`src/rtl/mig_sched_pkg.sv`:
```
// Shared types and command encodings for the MIG read/write scheduler.
package mig_sched_pkg;

    typedef enum logic [1:0] {
        ST_IDLE     = 2'd0,
        ST_TURN     = 2'd1,
        ST_WR_BURST = 2'd2,
        ST_RD_BURST = 2'd3
    } state_e;

    typedef enum logic {
        DIR_WRITE = 1'b0,
        DIR_READ  = 1'b1
    } dir_e;

    localparam logic [2:0] MIG_CMD_WRITE = 3'b000;
    localparam logic [2:0] MIG_CMD_READ  = 3'b001;

    function automatic state_e burst_state(input dir_e d);
        return (d == DIR_WRITE) ? ST_WR_BURST : ST_RD_BURST;
    endfunction

endpackage

```
`src/rtl/mig_burst_counter.sv`:
```
// Address/beat counter shared by both burst directions; flags the final beat.
module mig_burst_counter #(
    parameter int ADDR_W    = 28,
    parameter int LEN_W     = 5,
    parameter int ADDR_STEP = 8
) (
    input  logic              clk,
    input  logic              rst_n,
    input  logic              load,
    input  logic [ADDR_W-1:0] load_addr,
    input  logic [LEN_W-1:0]  load_len,
    input  logic              fire,
    output logic [ADDR_W-1:0] addr,
    output logic              last
);

    logic [ADDR_W-1:0] addr_q, addr_d;
    logic [LEN_W-1:0]  cnt_q, cnt_d;

    always_comb begin
        addr_d = addr_q;
        cnt_d  = cnt_q;
        if (load) begin
            addr_d = load_addr;
            cnt_d  = load_len;
        end else if (fire) begin
            // Address wraps silently at the top of the MIG address space.
            addr_d = addr_q + ADDR_W'(ADDR_STEP);
            cnt_d  = cnt_q - LEN_W'(1);
        end
    end

    always_ff @(posedge clk) begin
        if (!rst_n) begin
            addr_q <= '0;
            cnt_q  <= '0;
        end else begin
            addr_q <= addr_d;
            cnt_q  <= cnt_d;
        end
    end

    assign addr = addr_q;
    assign last = (cnt_q == LEN_W'(1));

endmodule

```
`src/rtl/mig_rw_scheduler.sv`:
```
// Arbitrates write-drain and read-fill bursts onto the MIG native command port.
// Build option MIG_SCHED_WR_PRIORITY_EN: writes win ties instead of round-robin.
module mig_rw_scheduler
    import mig_sched_pkg::*;
#(
    parameter int Max_Burst_Len      = 16,
    parameter int RW_Delay_Value     = 4,
    parameter int MIG_Data_Port_Size = 128,
    parameter int MIG_Addr_Port_Size = 28,
    parameter int Addr_Step          = 8,
    localparam int LEN_W             = $clog2(Max_Burst_Len + 1)
) (
    input  logic                          aclk,
    input  logic                          aresetn,
    input  logic                          init_calib,
    input  logic                          wr_req,
    input  logic [MIG_Addr_Port_Size-1:0] wr_addr,
    input  logic [LEN_W-1:0]              wr_len,
    input  logic [MIG_Data_Port_Size-1:0] wr_tdata,
    input  logic                          wr_tvalid,
    output logic                          wr_tready,
    output logic                          wr_done,
    input  logic                          rd_req,
    input  logic [MIG_Addr_Port_Size-1:0] rd_addr,
    input  logic [LEN_W-1:0]              rd_len,
    output logic                          rd_done,
    output logic [MIG_Addr_Port_Size-1:0] app_addr,
    output logic [2:0]                    app_cmd,
    output logic                          app_en,
    input  logic                          app_rdy,
    output logic [MIG_Data_Port_Size-1:0] app_wdf_data,
    output logic                          app_wdf_wren,
    output logic                          app_wdf_end,
    input  logic                          app_wdf_rdy,
    output logic                          busy
);

    localparam int TURN_W = (RW_Delay_Value > 1) ? $clog2(RW_Delay_Value) : 1;
    localparam logic [TURN_W-1:0] TURN_INIT =
        TURN_W'((RW_Delay_Value > 0) ? (RW_Delay_Value - 1) : 0);
    localparam logic [LEN_W-1:0] MAX_LEN = LEN_W'(Max_Burst_Len);

    state_e            state_q, state_d;
    dir_e              last_dir_q, last_dir_d;
    dir_e              dir_q, dir_d;
    logic [TURN_W-1:0] turn_cnt_q, turn_cnt_d;
    logic              wr_done_q, wr_done_d;
    logic              rd_done_q, rd_done_d;

    logic                          gnt;
    dir_e                          gnt_dir;
    logic                          ld, last, fire;
    logic [MIG_Addr_Port_Size-1:0] ld_addr, cur_addr;
    logic [LEN_W-1:0]              req_len, ld_len;

    mig_burst_counter #(
        .ADDR_W    (MIG_Addr_Port_Size),
        .LEN_W     (LEN_W),
        .ADDR_STEP (Addr_Step)
    ) u_cnt (
        .clk       (aclk),
        .rst_n     (aresetn),
        .load      (ld),
        .load_addr (ld_addr),
        .load_len  (ld_len),
        .fire      (fire),
        .addr      (cur_addr),
        .last      (last)
    );

    // Write commands are only offered when their data can go out in the same cycle.
    always_comb begin
        app_en = 1'b0;
        if (state_q == ST_WR_BURST) app_en = wr_tvalid & app_wdf_rdy;
        else if (state_q == ST_RD_BURST) app_en = 1'b1;
    end

    assign fire         = app_en & app_rdy;
    assign wr_tready    = fire & (state_q == ST_WR_BURST);
    assign app_wdf_wren = wr_tready;
    assign app_wdf_end  = wr_tready;
    assign app_wdf_data = wr_tdata;
    assign app_cmd      = (state_q == ST_RD_BURST) ? MIG_CMD_READ : MIG_CMD_WRITE;
    assign app_addr     = cur_addr;
    assign busy         = (state_q != ST_IDLE);
    assign wr_done      = wr_done_q;
    assign rd_done      = rd_done_q;

    // A done pulse blocks one grant so the finished requester can drop its req.
    always_comb begin
        gnt = init_calib & ~wr_done_q & ~rd_done_q & (wr_req | rd_req);
        if (wr_req && rd_req) begin
`ifdef MIG_SCHED_WR_PRIORITY_EN
            gnt_dir = DIR_WRITE;
`else
            gnt_dir = (last_dir_q == DIR_READ) ? DIR_WRITE : DIR_READ;
`endif
        end else begin
            gnt_dir = wr_req ? DIR_WRITE : DIR_READ;
        end
    end

    always_comb begin
        state_d    = state_q;
        last_dir_d = last_dir_q;
        dir_d      = dir_q;
        turn_cnt_d = turn_cnt_q;
        wr_done_d  = 1'b0;
        rd_done_d  = 1'b0;
        ld         = 1'b0;
        req_len    = (gnt_dir == DIR_WRITE) ? wr_len : rd_len;
        ld_addr    = (gnt_dir == DIR_WRITE) ? wr_addr : rd_addr;
        ld_len     = (req_len > MAX_LEN) ? MAX_LEN : req_len;

        case (state_q)
            ST_IDLE: begin
                if (gnt) begin
                    ld    = 1'b1;
                    dir_d = gnt_dir;
                    if (req_len == '0) begin
                        wr_done_d = (gnt_dir == DIR_WRITE);
                        rd_done_d = (gnt_dir == DIR_READ);
                    end else if ((RW_Delay_Value > 0) && (gnt_dir != last_dir_q)) begin
                        state_d    = ST_TURN;
                        turn_cnt_d = TURN_INIT;
                    end else begin
                        state_d = burst_state(gnt_dir);
                    end
                end
            end
            ST_TURN: begin
                if (turn_cnt_q == '0) state_d = burst_state(dir_q);
                else                  turn_cnt_d = turn_cnt_q - TURN_W'(1);
            end
            ST_WR_BURST, ST_RD_BURST: begin
                if (fire && last) begin
                    state_d    = ST_IDLE;
                    last_dir_d = dir_q;
                    wr_done_d  = (dir_q == DIR_WRITE);
                    rd_done_d  = (dir_q == DIR_READ);
                end
            end
            default: state_d = ST_IDLE;
        endcase
    end

    always_ff @(posedge aclk) begin
        if (!aresetn) begin
            state_q    <= ST_IDLE;
            last_dir_q <= DIR_READ;
            dir_q      <= DIR_WRITE;
            turn_cnt_q <= '0;
            wr_done_q  <= 1'b0;
            rd_done_q  <= 1'b0;
        end else begin
            state_q    <= state_d;
            last_dir_q <= last_dir_d;
            dir_q      <= dir_d;
            turn_cnt_q <= turn_cnt_d;
            wr_done_q  <= wr_done_d;
            rd_done_q  <= rd_done_d;
        end
    end

endmodule

```
`config.mk`:
```
export PLATFORM = sky130hd
export DESIGN_NAME = mig_rw_scheduler
export DESIGN_NICKNAME = d
export VERILOG_FILES = /design/src/rtl/mig_sched_pkg.sv /design/src/rtl/mig_burst_counter.sv /design/src/rtl/mig_rw_scheduler.sv
export SDC_FILE = /design/constraint.sdc
export NUM_CORES = 1
export LEC_CHECK = 0
export CELL_PAD_IN_SITES_DETAIL_PLACEMENT = 1
export CELL_PAD_IN_SITES_GLOBAL_PLACEMENT = 1
export CORE_AREA = 4 4 149 151
export CTS_CLUSTER_SIZE = 12
export DETAILED_ROUTE_END_ITERATION = 8
export DIE_AREA = 0 0 153 155
export PLACE_DENSITY = 0.91
export SLEW_MARGIN = 5
export SYNTH_ARGS = -nofsm -noshare
export SYNTH_HDL_FRONTEND = slang
export SYNTH_SLANG_ARGS = --single-unit
```
`constraint.sdc`:
```
create_clock -name aclk -period 2.09 [get_ports aclk]
set_input_delay 0.418 -clock aclk [delete_from_list [all_inputs] [get_ports aclk]]
set_output_delay 0.418 -clock aclk [all_outputs]
set_load 0.03 [all_outputs]
```
==> flow_summary_export.csv <==
group,metric,value,unit
synth,synth_top_family_by_area,"buffers and inverters",
min_path,hold_path_depth,1,
power_and_ir_drop,cell_internal_pwr,1.77,mW
min_path,hold_start,"turn_cnt_q[0]$_SDFFE_PN0P_",
min_path,worstHoldEndpoint,"turn_cnt_q[0]$_SDFFE_PN0P_",
setup_path,cp_max_fo,6,
cts,cts_tree,"yes",
synth,ys_dominant_reg_cell,"sky130_fd_sc_hd__dfxtp_1",
placed_design,buffer_ports.inserted,109,
cts,cts_htree_levels,2,
setup_path,setup_slack_on_the_worst_flop_to_flop_path,180,ps
global_route,grt_antenna_before_repair,1,
floorplan,top_level_ports,368,
setup_path,timing.reg2reg.worst_path_depth,5,
detailed_routing,via_count,3079,
setup_path,rr_startpoint,"state_q[0]$_SDFFE_PN0P_",
power_and_ir_drop,power.leakage,1.61,nW
detailed_routing,detail_route.wl_per_cell,19.3,um
synth,postSynthCellCount,442,
flow_run,cap_violations,0,
detailed_routing,drt-initial-drc-count,88,
cells_and_area,nets,645,
timing,finClkSkew,10.7,ps
cts,cts.hold.buffers_added,0,
setup_path,r2r-end,"wr_done$_SDFF_PN0_",
power_and_ir_drop,share_clk_of_total_power,0.299,
setup_path,cp.required,2280,ps
detailed_routing,post_detailed_route_via_to_cell_ratio,4.31,
power_and_ir_drop,p_per_area,616,nW/um^2
cts,clock_insertion_delay_worst_skew,300,ps
synth,synth_cell_type_count,44,
synth,yosysWarningCount,0,
global_route,wire_length_of_the_first_global_routing_pass,20.1,mm
setup_path,critical_path.startpoint,"rd_len[4]",
floorplan,chipWidth,153,um
global_route,grt-ovfl-total,0,
cells_and_area,area_growth,25.2,%
setup_path,criticalPathCategory,"in -> reg",
timing,timing.final.hold_violations,0,
power_and_ir_drop,ir_drop,0.257,mV
floorplan,die_area,23700,um^2
synth,asyncSetResetFlopFracSynth,0,
synth,syn_area,3500,um^2
synth,synth.mux.area_fraction,0.0250,
timing,rsz0062_at_grt,"false",
synth,synth.ff_latch_count,41,
cells_and_area,seqCellArea,822,um^2
synth,edff_count_synth,0,
timing,min_period,2040,ps
power_and_ir_drop,netSwitchingPower,929,uW
synth,synth_area_per_cell,7.91,um^2
timing,setup-tns-final,0,ps
synth,yosys.area_share.adder,0.0179,
global_route,grt_max_degree,30,
synth,yosysSeqAreaShare,0.235,
power_and_ir_drop,combPwrFrac,0.342,
cts,cts_sinks,41,
cells_and_area,finish.utilization,0.210,
cts,cts.path.max_buffers,2,
cells_and_area,drive_above_1_share,0.155,
timing,final.period_utilization,0.977,
detailed_routing,drc,0,
cts,cts_made_buffers,5,
min_path,worstHoldPathType,"reg -> reg",
power_and_ir_drop,total_power,2.70,mW
synth,synthesized_area_fraction_occupied_by_ao_oa_aoi_and_oai_cells,0.152,
setup_path,cp_data_arrival_time,2230,ps
cells_and_area,multiInputGateArea,1610,um^2
status,status,"completed",
floorplan,row_count,53,
detailed_routing,post_detailed_routing_wire_length,13.8,mm
global_route,grt_use_total,0.113,
cts,clkTransAtPathRegs,60,ps
setup_path,timing.critical_path.to_type,"register",
power_and_ir_drop,power_frac_seq,0.360,
placed_design,detailedPlacementHpwl,10.9,mm
timing,finalSetupViolCount,0,
cells_and_area,antenna_diode_count,0,
detailed_routing,detail-route-antenna-nets,0,
floorplan,start_util,0.168,
timing,timing_max_transition_violations_final,0,
floorplan,core_region_area,20800,um^2
synth,synth_area_in_simple_gates,0.178,
global_route,grt_pass1_vias,3204,
detailed_routing,drt_pre_antenna_iters,4,
cts,clockRootBuffer,"sky130_fd_sc_hd__clkbuf_16",
placed_design,gp_routability_congestion,0.783,
cells_and_area,final.fill_count,2460,
floorplan,dieHeight,155,um
synth,synth_xor_xnor_area_share,0.0601,
setup_path,startpoint_type_of_the_worst_setup_path,"primary input",
power_and_ir_drop,p_sw_frac,0.344,
timing,fmax,0.490,GHz
==> cell usage after synthesis, drive strengths merged (7+ instances only) <==
| cell | instances | area [um^2] |
|---|---|---|
| dfxtp | 41 | 821 |
| a21oi | 23 | 115 |
| nor3 | 8 | 40.0 |
| o21ai | 9 | 45.0 |
| xnor2 | 9 | 78.8 |
| buf | 146 | 1090 |
| inv | 9 | 33.8 |
| a311oi | 7 | 67.6 |
| clkbuf | 8 | 30.0 |
| nor2 | 20 | 75.1 |
| nand3 | 10 | 50.1 |
| a211oi | 7 | 52.6 |
| a221oi | 18 | 158 |
| and3 | 12 | 75.1 |
| xor2 | 15 | 131 |
| nand2 | 46 | 173 |
==> worst max-delay path by stage <==
stage                             endpoint  cells past startpoint
5_1_grt         turn_cnt_q[1]$_SDFFE_PN0P_                      6
6_report        turn_cnt_q[1]$_SDFFE_PN0P_                      6
4_1_cts            state_q[1]$_SDFFE_PN0P_                      7
3_5_place_dp   u_cnt.addr[15]$_SDFFE_PN0P_                      5
3_3_place_gp   u_cnt.addr[17]$_SDFFE_PN0P_                      6
2_1_floorplan   turn_cnt_q[1]$_SDFFE_PN0P_                      9
==> per-layer routing <==
metal	vias up	GRT usage	part of all wire
met5	-	0	0.00058
met4	2	0.0806	0.068
met3	85	0.0392	0.082
met2	159	0.194	0.49
met1	1443	0.116	0.36
li1	1390	-	-
==> worst max-delay path, cell delays in order <==
cell                              delay [ps]
sky130_fd_sc_hd__clkdlybuf4s50_1         430
sky130_fd_sc_hd__or4_4                   560
sky130_fd_sc_hd__a211oi_4                230
sky130_fd_sc_hd__a31oi_4                 100
sky130_fd_sc_hd__and3_1                  220
sky130_fd_sc_hd__o311a_1                 270
==> final cells by class <==
type                       instances  share of cell area
inverter                           9             0.00771
multi-input combinational        239               0.368
clock buffer                       6              0.0294
sequential                        41               0.188
timing repair buffer             142               0.326
tap                              275              0.0785
clock inverter                     2             0.00229
==> cell families after synthesis <==
logic type	Yosys count
buffers and inverters	163
AND/OR/NAND/NOR	125
AO/OA/AOI/OAI	75
flip-flops	41
XOR/XNOR	24
multiplexers	8
adder cells (fa/ha/maj)	5
other	1
==> state kept, by name (all words and copies together), names as in the netlist <==
name / cells
wr_done: 1
dir_q: 1
rd_done: 1
u_cnt.cnt_q: 5
state_q: 2
turn_cnt_q: 2
last_dir_q: 1
u_cnt.addr: 28
==> placed cells by master, fill, tap and decap left out, drive strengths merged, types with 8 or more instances in the layout <==
cell type        n
buf             36
dfxtp           41
a21oi           23
nor3             8
a221oi          18
nand2           46
xnor2            9
inv              9
and3            12
clkdlybuf4s50  102
xor2            15
nand3           10
o21ai            9
nor2            20
==> power by group through the flow <==
stage | clock (mW) | sequential (mW) | combinational (mW)
3_5_place_dp | 0 | 0.987 | 0.900
6_report | 0.806 | 0.971 | 0.923
2_1_floorplan | 0 | 1.08 | 0.808
5_1_grt | 0.883 | 0.988 | 1.00
3_3_place_gp | 0 | 0.986 | 0.881
4_1_cts | 0.854 | 0.971 | 0.905
==> timing repair <==
action,4_1_cts,5_1_grt
resized for setup,7,16
cloned,0,1
endpoints found under the hold margin,0,0
buffers inserted,0,0
pin swaps,0,4
setup endpoints to repair,25,9
==> through the flow <==
| stage | hold slack, ps | instance area (um^2) | cells | setup slack [ps] |
|---|---|---|---|---|
| 2_1_floorplan | 427 | 3500 | 443 | 37.5 |
| 3_3_place_gp | 442 | 4130 | 706 | -357 |
| 3_5_place_dp | 466 | 4130 | 706 | -396 |
| 4_1_cts | 476 | 4280 | 714 | 17.4 |
| 5_1_grt | 503 | 4380 | 714 | 10.2 |
| 6_report | 475 | 4380 | 714 | 49.1 |
(Power assumes the default switching activity.)
